### config.mk
export PLATFORM = sky130hd
export DESIGN_NAME = load_store_unit
export DESIGN_NICKNAME = d
export VERILOG_FILES = /design/src/rtl/load_store_unit.sv
export SDC_FILE = /design/constraint.sdc
export NUM_CORES = 1
export LEC_CHECK = 0
export ABC_AREA = 1
export CAP_MARGIN = 25
export CORE_MARGIN = 2
export CORE_UTILIZATION = 48
export CTS_CLUSTER_SIZE = 25
export DETAILED_ROUTE_END_ITERATION = 16
export MAX_ROUTING_LAYER = met4
export PLACE_DENSITY = 0.88
export SLEW_MARGIN = 20
export SYNTH_ARGS = -nofsm -noshare
export SYNTH_HDL_FRONTEND = slang
export SYNTH_SLANG_ARGS = --single-unit
### constraint.sdc
create_clock -name clk -period 4.35 [get_ports clk]
set_input_delay 0.87 -clock clk [delete_from_list [all_inputs] [get_ports clk]]
set_output_delay 0.87 -clock clk [all_outputs]
set_load 0.02 [all_outputs]
### src/rtl/load_store_unit.sv
`default_nettype none
// +--------------------------------------------------------------------------+
// | Module   : load_store_unit                                               |
// | Purpose  : Connects the RV32I execute stage to a word-wide data memory.  |
// |            Loads: byte/half lane extraction with sign or zero extension. |
// |            SW: single-cycle write.                                       |
// |            SB/SH: two-cycle read-modify-write with one stall cycle.      |
// |            Misaligned, out-of-range and illegal accesses raise fault.    |
// | Ports    : clk, rst_n (sync, active low)                                 |
// |            req/we/funct3/addr/wdata : request from the core              |
// |            rdata/stall/fault/fault_sticky : response to the core         |
// |            mem_A/mem_WD/mem_WE/mem_RD : word memory, comb read           |
// | Revision : 1.0 - initial release                                         |
// +--------------------------------------------------------------------------+
module load_store_unit #(
   parameter int MEM_WORDS = 64
) (
   input  logic        clk,
   input  logic        rst_n,
   input  logic        req,
   input  logic        we,
   input  logic [2:0]  funct3,
   input  logic [31:0] addr,
   input  logic [31:0] wdata,
   output logic [31:0] rdata,
   output logic        stall,
   output logic        fault,
   output logic        fault_sticky,
   output logic [31:0] mem_A,
   output logic [31:0] mem_WD,
   output logic        mem_WE,
   input  logic [31:0] mem_RD
);

   localparam logic [0:0]  S_IDLE = 1'b0;
   localparam logic [0:0]  S_RMW  = 1'b1;

   localparam logic [2:0]  c_F_B  = 3'b000;
   localparam logic [2:0]  c_F_H  = 3'b001;
   localparam logic [2:0]  c_F_W  = 3'b010;
   localparam logic [2:0]  c_F_BU = 3'b100;
   localparam logic [2:0]  c_F_HU = 3'b101;

   localparam logic [31:0] c_MEM_WORDS = 32'(MEM_WORDS);

   logic [0:0]  r_state;
   logic [0:0]  w_next_state;
   logic [31:0] r_merged;
   logic [31:0] r_addr;
   logic        r_fault_sticky;

   logic        w_misaligned;
   logic        w_illegal;
   logic        w_out_of_range;
   logic        w_fault;
   logic        w_is_load;
   logic        w_is_sw;
   logic        w_is_sub_store;
   logic [7:0]  w_byte;
   logic [15:0] w_half;
   logic [31:0] w_load_data;
   logic [31:0] w_merged;

   // ---------------------------------------------------------------- decode
   always_comb begin
      w_misaligned = 1'b0;
      w_illegal    = 1'b0;
      case (funct3)
         c_F_B  : begin end
         c_F_H  : w_misaligned = addr[0];
         c_F_W  : w_misaligned = (addr[1:0] != 2'b00);
         c_F_BU : w_illegal    = we;                      // no unsigned stores
         c_F_HU : begin
            w_misaligned = addr[0];
            w_illegal    = we;
         end
         default: w_illegal = 1'b1;
      endcase
   end

   assign w_out_of_range = ({2'b00, addr[31:2]} >= c_MEM_WORDS);

   // Faults are only meaningful for a live request seen in IDLE; the RMW
   // cycle ignores the core inputs entirely.
   assign w_fault        = req & (r_state == S_IDLE) &
                           (w_misaligned | w_illegal | w_out_of_range);
   assign w_is_load      = req & ~we & ~w_fault & (r_state == S_IDLE);
   assign w_is_sw        = req &  we & ~w_fault & (r_state == S_IDLE) & (funct3 == c_F_W);
   assign w_is_sub_store = req &  we & ~w_fault & (r_state == S_IDLE) & (funct3 != c_F_W);

   // ------------------------------------------------ lane extract / merge
   assign w_byte = mem_RD[{addr[1:0], 3'b000} +: 8];
   assign w_half = addr[1] ? mem_RD[31:16] : mem_RD[15:0];

   always_comb begin
      w_load_data = 32'h0000_0000;
      case (funct3)
         c_F_B  : w_load_data = {{24{w_byte[7]}}, w_byte};
         c_F_H  : w_load_data = {{16{w_half[15]}}, w_half};
         c_F_W  : w_load_data = mem_RD;
         c_F_BU : w_load_data = {24'h00_0000, w_byte};
         c_F_HU : w_load_data = {16'h0000, w_half};
         default: w_load_data = 32'h0000_0000;
      endcase
   end

   // funct3[0] distinguishes SH from SB once SW has been excluded.
   always_comb begin
      w_merged = mem_RD;
      if (funct3[0]) begin
         w_merged[{addr[1], 4'b0000} +: 16] = wdata[15:0];
      end else begin
         w_merged[{addr[1:0], 3'b000} +: 8] = wdata[7:0];
      end
   end

   // --------------------------------------------------------- state register
   always_ff @(posedge clk) begin
      if (!rst_n) begin
         r_state <= S_IDLE;
      end else begin
         r_state <= w_next_state;
      end
   end

   // ------------------------------------------------------------- next state
   always_comb begin
      w_next_state = r_state;
      case (r_state)
         S_IDLE : if (w_is_sub_store) w_next_state = S_RMW;
         S_RMW  : w_next_state = S_IDLE;
         default: w_next_state = S_IDLE;
      endcase
   end

   // ------------------------------------------------------- datapath regs
   always_ff @(posedge clk) begin
      if (!rst_n) begin
         r_merged       <= 32'h0000_0000;
         r_addr         <= 32'h0000_0000;
         r_fault_sticky <= 1'b0;
      end else begin
         if (w_is_sub_store) begin
            r_merged <= w_merged;
            r_addr   <= {addr[31:2], 2'b00};
         end
         if (w_fault) begin
            r_fault_sticky <= 1'b1;
         end
      end
   end

   assign fault_sticky = r_fault_sticky;

   // ---------------------------------------------------------------- outputs
   always_comb begin
      mem_A  = {addr[31:2], 2'b00};
      mem_WD = wdata;
      mem_WE = 1'b0;
      stall  = 1'b0;
      rdata  = 32'h0000_0000;
      fault  = 1'b0;
      case (r_state)
         S_RMW: begin
            mem_A  = r_addr;
            mem_WD = r_merged;
            mem_WE = rst_n;        // reset during RMW aborts the write
         end
         default: begin
            fault = w_fault;
            if (rst_n) begin
               mem_WE = w_is_sw;
               stall  = w_is_sub_store;
            end
            if (w_is_load) begin
               rdata = w_load_data;
            end
         end
      endcase
   end

endmodule
`default_nettype wire

After elaboration in Yosys (flattened, before gate mapping)
Cells that the tools add are included.
{"block": "word_totals", "regBits": 64, "input_bits": 103, "out_inout_bits": 100, "elab_cells": 55}
{"block": "op_classes", "n_addsub": 2, "n_lt_le_gt_ge": 1, "eq_ne": 5, "shifts": 5, "n_mux": 18, "bitwise": 15, "n_reduce_logical": 5}
{"cell": "32-bit two-way mux", "n": 5}
{"cell": "32-bit case mux with 5 select lines", "n": 1}
{"cell": "32-bit bitwise mux", "n": 2}
{"cell": "16-bit by 7-bit variable shift with 32-bit output (first input constant)", "n": 1}
{"cell": "8-bit by 7-bit variable shift with 32-bit output (first input constant)", "n": 1}
{"cell": "16-bit by 7-bit variable part select with 32-bit output", "n": 1}
{"cell": "32-bit by 6-bit variable part select with 8-bit output", "n": 1}
{"cell": "8-bit by 7-bit variable part select with 32-bit output", "n": 1}
{"cell": "30-bit by 7-bit greater-or-equal comparator with 1-bit output (second input constant)", "n": 1}
{"cell": "16-bit two-way mux", "n": 1}
{"cell": "5-bit negation with 7-bit output", "n": 2}
{"cell": "1-bit AND", "n": 10}
{"cell": "3-bit equality test (second input constant)", "n": 2}
{"cell": "1-bit two-way mux", "n": 6}
{"cell": "1-bit case mux with 2 select lines", "n": 3}
{"cell": "2-bit OR reduction", "n": 2}
{"cell": "3-bit by 1-bit equality test with 1-bit output (second input constant)", "n": 1}
{"cell": "3-bit by 2-bit equality test with 1-bit output (second input constant)", "n": 1}
{"cell": "3-bit logical NOT", "n": 1}
{"cell": "3-bit by 2-bit != test with 1-bit output (second input constant)", "n": 1}
{"cell": "1-bit NOT", "n": 3}
{"cell": "3-bit OR reduction", "n": 1}
{"cell": "1-bit OR", "n": 2}
{"cell": "2-bit nonzero test", "n": 1}

Logic depth before layout (Yosys ltp)
{"block": "depth", "ltp_word": 12, "ltp_mapped": 14, "mapped_depth_nobuf": 11}

Worst setup path before layout
OpenSTA, ideal clock, no wires.
{"block": "synth_timing", "path_type": "input to output", "startpoint": "input port addr[1]", "endpoint": "output port rdata[26]", "t_arrival_ns": 2.940, "required_time_ns": 3.480, "path_slack_ns": 0.540, "path_stages": 12, "path_buffers": 4, "cell_sequence": "buf_2 inv_2 clkbuf_1 ha_1 buf_2 inv_2 nand3_1 nand4_1 nor2_4 nand3_2 clkbuf_1 a21oi_1"}
{"block": "synth_between", "elab_chain_len": 10, "word_cells_on_any_way": 13, "classes_between": "shift (1); mux (5); bitwise (6); reduce/logical (1)"}
{"element": "start, declared", "line_no": "23", "source": "input logic [31:0] addr,"}
{"element": "2-bit nonzero test", "line_no": "71", "source": "c_F_W : w_misaligned = (addr[1:0] != 2'b00);"}
{"element": "1-bit case mux with 2 select lines", "line_no": "68", "source": "case (funct3)"}
{"element": "1-bit OR (2 in a row)", "line_no": "86", "source": "(w_misaligned | w_illegal | w_out_of_range);"}
{"element": "1-bit AND", "line_no": "85", "source": "assign w_fault = req & (r_state == S_IDLE) &"}
{"element": "1-bit NOT", "line_no": "87", "source": "assign w_is_load = req & ~we & ~w_fault & (r_state == S_IDLE);"}
{"element": "1-bit AND (2 in a row)", "line_no": "87"}
{"element": "32-bit two-way mux *", "line_no": "175", "source": "if (w_is_load) begin"}
{"element": "32-bit two-way mux *", "line_no": "163", "source": "case (r_state)"}
{"element": "end, declared", "line_no": "25", "source": "output logic [31:0] rdata,"}
Mark *: on every way between the ends. The rest lies on a longest branch, timed or not.

Worst setup path after layout
{"block": "layout_timing", "startpoint": "input port addr[8]", "endpoint": "output port rdata[10]"}
{"block": "layout_between", "elab_chain_len": 8}
{"element": "30-bit by 7-bit greater-or-equal comparator with 1-bit output", "line_no": "81", "source": "assign w_out_of_range = ({2'b00, addr[31:2]} >= c_MEM_WORDS);"}
{"element": "1-bit OR", "line_no": "86"}
{"element": "1-bit AND", "line_no": "85"}
{"element": "1-bit NOT", "line_no": "87"}
{"element": "1-bit AND (2 in a row)", "line_no": "87"}
{"element": "32-bit two-way mux", "line_no": "175"}
{"element": "32-bit two-way mux", "line_no": "163"}
Every way passes these cells.

==> impl_metrics.env <==
export IMPL_status="complete, no violations"
export IMPL_syn_area_um2=5062
export IMPL_critPathCaptureType="output pin"
export IMPL_grt_pass1_wl_um=28220
export IMPL_grt_pass1_vias=5745
export IMPL_clockRootBuffer="clkbuf_8"
export IMPL_ys_ff_latch=64
export IMPL_final_period_utilization=0.9302
export IMPL_nets=1201
export IMPL_first_pass_iters=5
export IMPL_place_congestion=1.003
export IMPL_max_freq_mhz=247.1
export IMPL_io_buffer_count=200
export IMPL_cts_buffer_depth=2
export IMPL_drtIter0Drc=522
export IMPL_yosysWarnings=0
export IMPL_synthAdderAreaFrac=0.009886
export IMPL_netlist_area_leader_share=0.2531
export IMPL_peakVddDrop_mv=0.1126
export IMPL_rows=37
export IMPL_placed_cells=1219
export IMPL_cp_max_fo=32
export IMPL_layout_min_cycle_time_ps=4047
export IMPL_critPathKind="in -> out"
export IMPL_synth_compound_area_frac=0.2121
export IMPL_cts_reportedPaths_clkPinSlew_ps=80
export IMPL_crit_arrival_ps=3180
export IMPL_synth_top_area_cell="dfxtp_1"
export IMPL_num_vias=6478
export IMPL_nFillCells=957
export IMPL_die_area_um2=11380
export IMPL_synth_simple_area_share=0.3833
export IMPL_start_kind="input port"
export IMPL_routed_via_density=5.250
export IMPL_drtAntennaViolNets=0
export IMPL_core_area_um2=10280
export IMPL_synth_xor_area_share=0
export IMPL_cts_sinks=64
export IMPL_hold_viol=0
export IMPL_fin_worst_skew_ps=11.89
export IMPL_maxCapViolCount=0
export IMPL_grtUsageTotal=0.3181
export IMPL_die_h_um=106.7
export IMPL_layout_drive_gt1_share=0.04463
export IMPL_final_setup_tns_ps=0
export IMPL_ff2ff_setup_slack_ps=2600
export IMPL_wl_um=17780
export IMPL_initial_core_util=0.4926
export IMPL_diodes=0
export IMPL_ctsHtreeMaxLevel=3
export IMPL_leakage_nw=3.391
export IMPL_wl_per_cell_um=14.41
export IMPL_grt_max_degree=87
export IMPL_cts_buffers=9
export IMPL_gr_total_overflow=0
export IMPL_postSynthAreaPerCell_um2=5.455
export IMPL_cp_required_ps=3480
export IMPL_syn_inst=928
export IMPL_final_cell_count_no_fill=1234
export IMPL_syn_to_final_growth_pct=43.97
export IMPL_yosysSeqAreaShare=0.2531
export IMPL_postPlaceCellArea_um2=7098
export IMPL_cts_tree="yes"
export IMPL_p_per_area_nw_per_um2=210.0
export IMPL_synth_area_leaders="dfxtp_1 25%, nand2_1 22%, nor2_1 9.2%"
export IMPL_fin_area_um2=7288
export IMPL_place_hpwl_um=13250
export IMPL_antenna_found_initial=0
export IMPL_slew_limit_headroom=0.4675
export IMPL_worstMarginPinSlew_ps=798.8
export IMPL_drc_errors=0
export IMPL_final_max_slew_viol_count=0
export IMPL_io_pins=203
export IMPL_cts_hold_buffers=0
export IMPL_min_delay_path_class="reg -> reg"
export IMPL_synth_area_mux_share=0
export IMPL_ys_types=28
export IMPL_synth_top_family_by_area="simple AND/OR/NAND/NOR gates"
export IMPL_rsz0062_at_grt="false"
export IMPL_finalSetupViolations=0
export IMPL_die_x_um=106.7
export IMPL_clkLatencyLatePin_ps=350
## report_power, final
group / internal [mW] / switching, mW / leakage [nW]
Sequential: 0.586 / 0.000445 / 0.515
Combinational: 0.200 / 0.243 / 2.78
Clock: 0.259 / 0.242 / 0.0948
## timing repair
item                       4_1_cts  5_1_grt
setup buffers                    0        0
resized for setup                0        1
setup endpoints to repair        0        1
## placed cells by master, fill, tap and decap left out, drive strengths merged
| cell type | count |
|---|---|
| or2 | 1 |
| nand2 | 292 |
| a32oi | 5 |
| clkinv | 6 |
| nand3 | 41 |
| clkbuf | 9 |
| a21oi | 60 |
| o21a | 4 |
| clkinvlp | 1 |
| a31oi | 6 |
| dfxtp | 64 |
| ha | 4 |
| o21ai | 92 |
| buf | 19 |
| nor2 | 128 |
| nand4 | 17 |
| inv | 117 |
| a22oi | 16 |
| bufinv | 1 |
| clkdlybuf4s50 | 198 |
| o22ai | 13 |
| conb | 2 |
| nor3 | 2 |
## critical path, cell delays in order
cell and delay, ps:
clkdlybuf4s50_1 420, nor2_1 130, nand2_1 70, nor2_1 220
nand3_1 190, nor2_4 130, nand3_2 60, buf_4 230
a31oi_1 200, clkdlybuf4s50_1 630
## routing by layer
metal	wire length [µm]	vias up	GRT usage
met5	0	-	-
met4	644	0	0.1456
met1	7351	2817	0.3846
met3	1581	53	0.06383
li1	-	3281	-
met2	8205	327	0.5123
## kinds of logic (layout without fill, tap and decap cells)
kind of cell | Yosys count | after routing
other | 1 | 2
AO/OA/AOI/OAI | 196 | 196
AND/OR/NAND/NOR | 481 | 481
adder cells (fa/ha/maj) | 4 | 4
buffers and inverters | 182 | 351
flip-flops | 64 | 64
## worst paths after layout
path              startpoint  depth (start not counted)            to
setup / recovery     addr[8]                         10     rdata[10]
hold / removal     r_addr[9]                          2     r_addr[9]
setup reg to reg     r_state                          8  r_merged[12]
hold reg to reg    r_addr[9]                          2     r_addr[9]
## cells in the mapped netlist (all sizes together)
| master | n |
|---|---|
| inv | 117 |
| dfxtp | 64 |
| a31oi | 6 |
| nor3 | 2 |
| or2 | 1 |
| nor2 | 128 |
| o21ai | 92 |
| nand4 | 17 |
| conb | 1 |
| clkbuf | 36 |
| clkinv | 2 |
| ha | 4 |
| nand2 | 292 |
| a32oi | 5 |
| a22oi | 16 |
| o22ai | 13 |
| nand3 | 41 |
| o21a | 4 |
| buf | 27 |
| a21oi | 60 |
## registers in the layout, summed over array words and instances, names as in the netlist
register	count
fault_sticky	1
r_state	1
r_addr	30
r_merged	32
## through the flow
| stage | power (mW) | utilization | hold slack (ps) | worst slack [ps] |
|---|---|---|---|---|
| 2_1_floorplan | 0.8103 | - | 432.6 | 539.9 |
| 3_3_place_gp | 1.036 | 0.6907 | 442.7 | 313.9 |
| 3_5_place_dp | 1.035 | 0.6907 | 446.9 | 273.6 |
| 4_1_cts | 1.535 | 0.7087 | 458.1 | 268.8 |
| 5_1_grt | 1.599 | 0.7092 | 475.6 | 109.1 |
| 6_report | 1.530 | 0.7092 | 455.6 | 303.4 |
## area by class of cell
| type | instances | area, µm² | area share |
|---|---|---|---|
| clock buffer | 9 | 123.9 | 0.01700 |
| clock inverter | 6 | 61.31 | 0.008412 |
| inverter | 119 | 446.7 | 0.06129 |
| multi-input combinational | 683 | 3085 | 0.4233 |
| sequential | 64 | 1281 | 0.1758 |
| tap | 136 | 170.2 | 0.02335 |
| timing repair buffer | 217 | 2120 | 0.2908 |
Note: power is estimated with default switching activity, not from simulation.
